**src/rtl/cpu_pkg.sv**
```systemverilog
// Shared encodings for the accumulator CPU control path: opcodes, ALU/ACC-source/fault codes, FSM states.
package cpu_pkg;

  localparam logic [3:0] OP_NOP  = 4'h0;
  localparam logic [3:0] OP_LDI  = 4'h1;
  localparam logic [3:0] OP_ADDI = 4'h2;
  localparam logic [3:0] OP_SUBI = 4'h3;
  localparam logic [3:0] OP_LDA  = 4'h4;
  localparam logic [3:0] OP_STA  = 4'h5;
  localparam logic [3:0] OP_ADD  = 4'h6;
  localparam logic [3:0] OP_SUB  = 4'h7;
  localparam logic [3:0] OP_AND  = 4'h8;
  localparam logic [3:0] OP_OR   = 4'h9;
  localparam logic [3:0] OP_JMP  = 4'hA;
  localparam logic [3:0] OP_JZ   = 4'hB;
  localparam logic [3:0] OP_JC   = 4'hC;
  localparam logic [3:0] OP_OUT  = 4'hD;
  localparam logic [3:0] OP_ILL  = 4'hE;
  localparam logic [3:0] OP_HLT  = 4'hF;

  localparam logic [2:0] ALU_ADD    = 3'b000;
  localparam logic [2:0] ALU_SUB    = 3'b001;
  localparam logic [2:0] ALU_AND    = 3'b010;
  localparam logic [2:0] ALU_OR     = 3'b011;
  localparam logic [2:0] ALU_PASS_B = 3'b100;

  localparam logic [1:0] ACC_SRC_IMM = 2'b00;
  localparam logic [1:0] ACC_SRC_ALU = 2'b01;
  localparam logic [1:0] ACC_SRC_MEM = 2'b10;

  localparam logic [1:0] FAULT_NONE    = 2'b00;
  localparam logic [1:0] FAULT_ILLEGAL = 2'b01;
  localparam logic [1:0] FAULT_TIMEOUT = 2'b10;

  typedef enum logic [2:0] {
    ST_FETCH,
    ST_LOAD_IR,
    ST_DECODE,
    ST_MEM_RD,
    ST_MEM_WR,
    ST_HALT
  } state_t;

  function automatic logic [2:0] alu_for_op(input logic [3:0] op);
    case (op)
      OP_SUB, OP_SUBI: alu_for_op = ALU_SUB;
      OP_AND:          alu_for_op = ALU_AND;
      OP_OR:           alu_for_op = ALU_OR;
      default:         alu_for_op = ALU_ADD;
    endcase
  endfunction

endpackage

```
**src/rtl/ctrl_watchdog.sv**
```systemverilog
// Memory wait-state watchdog: saturating 8-bit count of stalled cycles, cleared on FSM state change.
// Timeout is combinational and only fires while still stalled, so a same-cycle mem_ready wins.
module ctrl_watchdog #(
  parameter int unsigned WAIT_LIMIT = 15
) (
  input  logic clk,
  input  logic reset,
  input  logic i_active,
  input  logic i_mem_ready,
  input  logic i_clear,
  output logic o_timeout
);

  localparam logic [7:0] LIMIT = 8'(WAIT_LIMIT);

  logic [7:0] r_wait_cnt;
  logic       w_waiting;

  assign w_waiting = i_active & ~i_mem_ready;
  assign o_timeout = w_waiting && (r_wait_cnt == LIMIT);

  always_ff @(posedge clk) begin
    if (reset) begin
      r_wait_cnt <= 8'd0;
    end else if (i_clear) begin
      r_wait_cnt <= 8'd0;
    end else if (w_waiting && (r_wait_cnt != 8'hFF)) begin
      r_wait_cnt <= r_wait_cnt + 8'd1;
    end
  end

endmodule

```
**src/rtl/cpu_controller.sv**
```systemverilog
// Multi-cycle fetch/decode/execute control FSM for the 8-bit accumulator CPU.
// 3 cycles per register op, 4 per memory op, +1 per wait state; stalls past WAIT_LIMIT halt with a bus fault.
module cpu_controller
  import cpu_pkg::*;
#(
  parameter int unsigned WAIT_LIMIT = 15
) (
  input  logic       clk,
  input  logic       reset,
  input  logic [3:0] opcode,
  input  logic       zero_flag,
  input  logic       carry_flag,
  input  logic       mem_ready,
  output logic       load_ir,
  output logic       pc_inc,
  output logic       pc_load,
  output logic       addr_sel,
  output logic       mem_rd,
  output logic       mem_wr,
  output logic       acc_load,
  output logic [1:0] acc_src,
  output logic [2:0] alu_op,
  output logic       alu_b_sel,
  output logic       flags_load,
  output logic       out_load,
  output logic       halted,
  output logic [1:0] fault
);

  state_t     r_state;
  state_t     w_next;
  logic [1:0] r_fault;
  logic       w_active;
  logic       w_timeout;

  assign w_active = (r_state == ST_FETCH) || (r_state == ST_MEM_RD) || (r_state == ST_MEM_WR);

  ctrl_watchdog #(.WAIT_LIMIT(WAIT_LIMIT)) u_watchdog (
    .clk         (clk),
    .reset       (reset),
    .i_active    (w_active),
    .i_mem_ready (mem_ready),
    .i_clear     (w_next != r_state),
    .o_timeout   (w_timeout)
  );

  always_ff @(posedge clk) begin
    if (reset) begin
      r_state <= ST_FETCH;
      r_fault <= FAULT_NONE;
    end else begin
      r_state <= w_next;
      if (r_state == ST_DECODE && opcode == OP_ILL) begin
        r_fault <= FAULT_ILLEGAL;
      end else if (w_timeout) begin
        r_fault <= FAULT_TIMEOUT;
      end
    end
  end

  // Every output is forced low while reset is high, independent of the registered state.
  always_comb begin
    w_next     = r_state;
    load_ir    = 1'b0;
    pc_inc     = 1'b0;
    pc_load    = 1'b0;
    addr_sel   = 1'b0;
    mem_rd     = 1'b0;
    mem_wr     = 1'b0;
    acc_load   = 1'b0;
    acc_src    = ACC_SRC_IMM;
    alu_op     = ALU_ADD;
    alu_b_sel  = 1'b0;
    flags_load = 1'b0;
    out_load   = 1'b0;
    halted     = 1'b0;
    fault      = FAULT_NONE;
    if (!reset) begin
      fault = r_fault;
      case (r_state)
        ST_FETCH: begin
          mem_rd = 1'b1;
          if (mem_ready)      w_next = ST_LOAD_IR;
          else if (w_timeout) w_next = ST_HALT;
        end
        ST_LOAD_IR: begin
          load_ir = 1'b1;
          pc_inc  = 1'b1;
          w_next  = ST_DECODE;
        end
        ST_DECODE: begin
          w_next = ST_FETCH;
          case (opcode)
            OP_LDI: begin
              acc_load = 1'b1;
              acc_src  = ACC_SRC_IMM;
            end
            OP_ADDI, OP_SUBI: begin
              acc_load   = 1'b1;
              acc_src    = ACC_SRC_ALU;
              alu_op     = alu_for_op(opcode);
              flags_load = 1'b1;
            end
            OP_LDA, OP_ADD, OP_SUB, OP_AND, OP_OR: w_next = ST_MEM_RD;
            OP_STA:         w_next   = ST_MEM_WR;
            OP_JMP:         pc_load  = 1'b1;
            OP_JZ:          pc_load  = zero_flag;
            OP_JC:          pc_load  = carry_flag;
            OP_OUT:         out_load = 1'b1;
            OP_ILL, OP_HLT: w_next   = ST_HALT;
            default: ;
          endcase
        end
        ST_MEM_RD: begin
          mem_rd   = 1'b1;
          addr_sel = 1'b1;
          if (mem_ready) begin
            w_next   = ST_FETCH;
            acc_load = 1'b1;
            if (opcode == OP_LDA) begin
              acc_src = ACC_SRC_MEM;
            end else begin
              acc_src    = ACC_SRC_ALU;
              alu_op     = alu_for_op(opcode);
              alu_b_sel  = 1'b1;
              flags_load = 1'b1;
            end
          end else if (w_timeout) begin
            w_next = ST_HALT;
          end
        end
        ST_MEM_WR: begin
          mem_wr   = 1'b1;
          addr_sel = 1'b1;
          if (mem_ready)      w_next = ST_FETCH;
          else if (w_timeout) w_next = ST_HALT;
        end
        ST_HALT: halted = 1'b1;
        default: w_next = ST_FETCH;
      endcase
    end
  end

endmodule
```
**config.mk**
```make
export PLATFORM = sky130hd
export DESIGN_NAME = cpu_controller
export DESIGN_NICKNAME = d
export VERILOG_FILES = /design/src/rtl/cpu_pkg.sv /design/src/rtl/ctrl_watchdog.sv /design/src/rtl/cpu_controller.sv
export SDC_FILE = /design/constraint.sdc
export NUM_CORES = 1
export LEC_CHECK = 0
export ABC_AREA = 1
export CORE_ASPECT_RATIO = 1.25
export CORE_MARGIN = 2
export CORE_UTILIZATION = 43
export DETAILED_ROUTE_END_ITERATION = 16
export PLACE_DENSITY = 0.74
export SETUP_SLACK_MARGIN = 0.02
export SLEW_MARGIN = 20
export SYNTH_ARGS = -nofsm -noshare
export SYNTH_HDL_FRONTEND = slang
export SYNTH_SLANG_ARGS = --single-unit
```
**constraint.sdc**
```tcl
create_clock -name clk -period 1.56 [get_ports clk]
set_input_delay 0.234 -clock clk [delete_from_list [all_inputs] [get_ports clk]]
set_output_delay 0.234 -clock clk [all_outputs]
set_load 0.005 [all_outputs]
```
# Word level (Yosys, flattened, before mapping)
# Cells that the tools add are included.
# Widths: inputs -> output; s select.
# word_totals
regBits	13
output_inout_bits	18
# op_classes
reduce_logical	16
add_sub_neg	1
n_eq_ne	23
bitwise	2
muxes	47
# ops
op	n
$eq 4x4->1 const B	8
$mux 1	27
$mux 3	7
$eq 4x3->1 const B	4
$pmux 3 s5	1
$reduce_or 2->1	7
$mux 2	5
$pmux 3 s3	1
$add 8x1->8 const B	1
$eq 4x2->1 const B	2
$eq 8x4->1 const B	1
$ne 8x8->1 const B	1
$eq 3x2->1 const B	2
$eq 3x3->1 const B	2
$pmux 2 s3	1
$pmux 3 s2	1
$reduce_or 5->1	1
$eq 4x1->1 const B	1
$pmux 1 s2	2
$pmux 2 s2	1
$eq 3x1->1 const B	1
$logic_and 1x1->1	3
$logic_not 3->1	1
$ne 3x3->1	1
6 further kinds	7

# Longest topological paths before layout
# logic_depth
ltp_word	11
mapped_depth	14
ltp_nobuf	14

# Hierarchy
# From an unflattened synthesis, not the netlist that was laid out.
# hier_totals
hier_cells	192
area_unflattened_um2	1104.8
# modules_own_cells
mod	area_per_inst_um2	seq_area_each_um2	n_inst	cells_each
cpu_controller	599.3	100.1	1	116
ctrl_watchdog	505.5	160.2	1	76

# Worst setup path before layout
# No wires, ideal clock.
# synth_timing
path_kind	register to output
from	register r_state[0]
to	output port alu_op[0]
slack_ps	-33
required_time_ps	1326
path_buffers	1
arrival_time_ps	1359
stages_incl_launch_ff	11
path_cell_list	dfxtp_1 buf_6 nand2_1 nor2_2 inv_1 nor2_1 inv_1 a21oi_1 inv_1 a21oi_1 and3_1
# synth_between
elab_chain_cells	3
# synth_rtl
element	line_no	source
from (decl)	cpu_controller.sv:30	state_t r_state;
from (signal assigned)	cpu_controller.sv:52	r_state <= w_next;
$eq 3x2->1	cpu_controller.sv:80	case (r_state)
$pmux 3 s2 (*)	cpu_controller.sv:80	
$mux 3 (*)	cpu_controller.sv:78	if (!reset) begin
to (decl)	cpu_controller.sv:22	output logic [2:0] alu_op,
# Every way passes the cells marked *; elsewhere a longest branch is shown, timed or not.

# Worst setup path in the final report
# layout_timing
from	input port opcode[1]
to	register u_watchdog.r_wait_cnt[4]
# layout_between
elab_chain_cells	7
# layout_rtl
element	line_no	source
from (decl)	cpu_controller.sv:10	input logic [3:0] opcode,
$eq 4x3->1 / $eq 4x4->1 (equally long branches)	cpu_controller.sv:93	case (opcode)
$reduce_or 5->1 / $reduce_or 2->1 (equally long branches)	cpu_controller.sv:93	
$pmux 3 s3 (*)	cpu_controller.sv:93	
$pmux 3 s5 (*)	cpu_controller.sv:80	
$mux 3 (*)	cpu_controller.sv:78	
$ne 3x3->1 (*)	cpu_controller.sv:43	.i_clear (w_next != r_state),
$reduce_or 2->1 (no line) (*)	--	
to (signal assigned)	ctrl_watchdog.sv:28	r_wait_cnt <= r_wait_cnt + 8'd1;
to (decl)	ctrl_watchdog.sv:16	logic [7:0] r_wait_cnt;
# Marks and branches as above.
# A chain may end at the register's enable or synchronous reset.

==> impl_metrics.env <==
export IMPL_pwr_share_seq_pct=34.4
export IMPL_hold_ws_ns=0.4819
export IMPL_routed_via_density=5.162
export IMPL_track_usage_pct=26.52
export IMPL_antenna_left=0
export IMPL_n_antenna_cell=0
export IMPL_nNetsFinal=255
export IMPL_yosysTopAreaCell="dfxtp_1"
export IMPL_clkLatencyLatePin_ns=0.28
export IMPL_r2r_end="u_watchdog.r_wait_cnt[4]"
export IMPL_hp_class="flip-flop to flip-flop"
export IMPL_io_pins=27
export IMPL_p_clk_share_pct=20.0
export IMPL_hp_start="r_fault[1]"
export IMPL_synth_distinct_cells=29
export IMPL_clk_pin_slew_ns=0.08
export IMPL_grt_overflow=0
export IMPL_grt_pass1_vias=1505
export IMPL_r2r_setup_slack_ns=-0.34
export IMPL_cts_tree="yes"
export IMPL_cap_violations=0
export IMPL_p_leak_uw=0.0008976
export IMPL_io_buffers=25
export IMPL_crit_path_end="u_watchdog.r_wait_cnt[4]"
export IMPL_p_int_uw=662.1
export IMPL_crit_type="input port to flip-flop"
export IMPL_slew_violations=0
export IMPL_vias=1430
export IMPL_cts_buffers=3
export IMPL_synth_seq_area_share_pct=24.56
export IMPL_hold_viol_final=0
export IMPL_syn_inst=169
export IMPL_avgSynthCellArea_um2=6.271
export IMPL_htree_num_levels=1
export IMPL_cts_hold_buffers=0
export IMPL_stdcell_area_um2=1891
export IMPL_ys_top_cells_by_area="dfxtp_1 (25%), nand2_1 (11%), inv_1 (9.2%)"
export IMPL_dieArea_um2=2880
export IMPL_route_detailed_drc=0
export IMPL_cp_start_kind="input port"
export IMPL_yosysMostFrequentCell="nand2_1"
export IMPL_area_delta_synth_final_pct=78.39
export IMPL_crit_chain="clkdlybuf4s50_1 > inv_1 > nand2_1 > buf_4 > nor2_1 > nand2_1 > nand3_1 > nor2_2 > nand4_1 > nand2_2 > nor2_4 > nand2_4 > nor2_2"
export IMPL_critPathMaxStageDelay_ns=0.54
export IMPL_drt_iter0_markers=46
export IMPL_path_max_fanout=8
export IMPL_crit_required_ns=1.73
export IMPL_swShare_pct=35.25
export IMPL_power_switching_uw=360.4
export IMPL_initial_utilization_pct=44.58
export IMPL_power_uw=1022
export IMPL_drive_above_1_share_pct=54.92
export IMPL_syn_nets=179
export IMPL_ir_worst_vdd_v=0.0006401
export IMPL_root_buffer="clkbuf_4"
export IMPL_coreArea_um2=2377
export IMPL_setup_viol_count_final=21
export IMPL_cp_startpoint="opcode[1]"
export IMPL_totalWireLength_mm=4.099
export IMPL_fmax_ghz=0.5250
export IMPL_placed_area_um2=1618
export IMPL_synth_top_cell_area_share_pct=24.56
export IMPL_drt_first_pass_iters=4
export IMPL_layout_setup_ws_ns=-0.3449
export IMPL_fin_crit_sh_pct=122.1
export IMPL_gp_congestion=0.8720
export IMPL_synth_edf_count=0
export IMPL_grt_start_max_net_pins=9
export IMPL_rows=20
export IMPL_ctsLongestPathBuffers=2
export IMPL_combPwrFrac_pct=45.6
export IMPL_period_minus_slack_ns=1.905
export IMPL_synth_warnings=0
export IMPL_crit_slowest_cell="clkdlybuf4s50_1"
export IMPL_antenna_found_initial=0
export IMPL_grt_pass1_wl_mm=6.106
export IMPL_timing_rr_start="r_state[0]"
export IMPL_hpwlAfterDp_mm=2.395
export IMPL_wl_per_cell_um=14.80
export IMPL_setup_tns_final_ns=-4.960
export IMPL_cp_end_kind="flip-flop"
export IMPL_failed_checks="negative setup slack"
export IMPL_status="finished with violations"
export IMPL_yosys_top_cells_count="nand2_1 (32), inv_1 (26), nor2_1 (19)"
export IMPL_synthArstFlopShare_pct=0
export IMPL_syn_cell_area_um2=1060
export IMPL_fillers=141
export IMPL_dieHeight_um=59.51
export IMPL_die_width_um=48.41
export IMPL_cts_num_sinks=13
export IMPL_ys_flop_type="dfxtp_1"
export IMPL_clock_skew_ns=0.005906
export IMPL_ff2ff_path_depth=12
export IMPL_arrival_ns=2.07
export IMPL_power_density_nw_per_um2=540.8
export IMPL_synth_seq_cells=13
export IMPL_rsz0062_at_grt="yes"
## power by group through the flow
stage	logic, µW	clock network [µW]	registers (µW)
global route	496	226	353
floorplan	184	0	360
CTS	407	209	352
detailed placement	354	0	357
global placement	344	0	356
finish	467	204	352
## flip-flops by register name, summed over array words and instances (netlist names)
| name | count |
|---|---|
| r_fault | 2 |
| u_watchdog.r_wait_cnt | 8 |
| r_state | 3 |
## routing by layer
metal	GRT usage [%]	vias to the layer above	share of wire, %
met5	0	-	0
met3	4.293	24	4.2
li1	-	676	-
met1	24.96	658	34
met2	54.37	72	56
met4	15.10	0	5.1
## cells by family after synthesis
group / after synthesis / synth area share (%)
flip-flops: 13 / 24.56
other: 1 / 0.3539
multiplexers: 1 / 1.062
adder cells (fa/ha/maj): 1 / 1.180
AND/OR/NAND/NOR: 99 / 46.16
buffers and inverters: 35 / 14.52
AO/OA/AOI/OAI: 12 / 6.376
XOR/XNOR: 7 / 5.785
## cell type report
type / instances / area (µm²) / area share, %
multi-input combinational: 121 / 822.0 / 43.48
inverter: 29 / 113.9 / 6.023
tap: 33 / 41.29 / 2.184
sequential: 13 / 266.5 / 14.10
timing repair buffer: 77 / 620.6 / 32.83
clock buffer: 4 / 26.28 / 1.390
## how the worst min path moves through the flow
stage               slack (ns)    endpoint  cells after the start
floorplan                 0.43  r_fault[1]                      2
global placement          0.45  r_fault[1]                      2
detailed placement        0.47  r_fault[1]                      2
CTS                       0.48  r_fault[1]                      2
global route              0.50  r_fault[1]                      2
finish                    0.48  r_fault[1]                      2
## what timing repair did
item                                    4_1_cts  5_1_grt
buffers inserted                             10        4
endpoints found under the setup margin       25       27
pin swaps                                    18       12
resized for setup                            99       25
## critical path: cells and delay by family
family / cells / cell delay [ns]
buf+inv: 3 / 0.79
simple gates: 10 / 1.05
## metrics by stage
| step | utilization [%] | std cells | setup WS, ns |
|---|---|---|---|
| 3_3_place_gp | 68.05 | 262 | -0.5471 |
| 5_1_grt | 79.53 | 277 | -0.4526 |
| 4_1_cts | 75.16 | 274 | -0.2627 |
| 3_5_place_dp | 68.05 | 262 | -0.5797 |
| 6_report | 79.53 | 277 | -0.3449 |
| 2_1_floorplan | - | 169 | 0.02350 |
## cell usage in the layout, fill, tap and decap left out, types with 2 or more instances in the layout
master           Yosys  layout
nand2_4              1       5
buf_2                0      10
inv_4                0       2
a21oi_2              0       6
dfxtp_1             13      10
nand3_4              0       2
nand3_2              1       2
nand2_1             32      23
nand4_1              6       6
xor2_1               4       4
nor2_1              19      11
clkdlybuf4s50_1      0       6
a21oi_1              8       2
o21ai_0              2       2
clkdlybuf4s15_2      0       2
inv_1               26      21
buf_6                1       9
nor2_4               2       7
xnor2_1              3       3
nor2_2              13      16
nand3_1             13      10
inv_2                3       6
nand2_2              3       8
dlygate4sd2_1        0       3
nor3_2               0       3
clkbuf_4             0       3
buf_4                4      45
dfxtp_2              0       2
No activity file was read; power rests on OpenSTA's default activity.
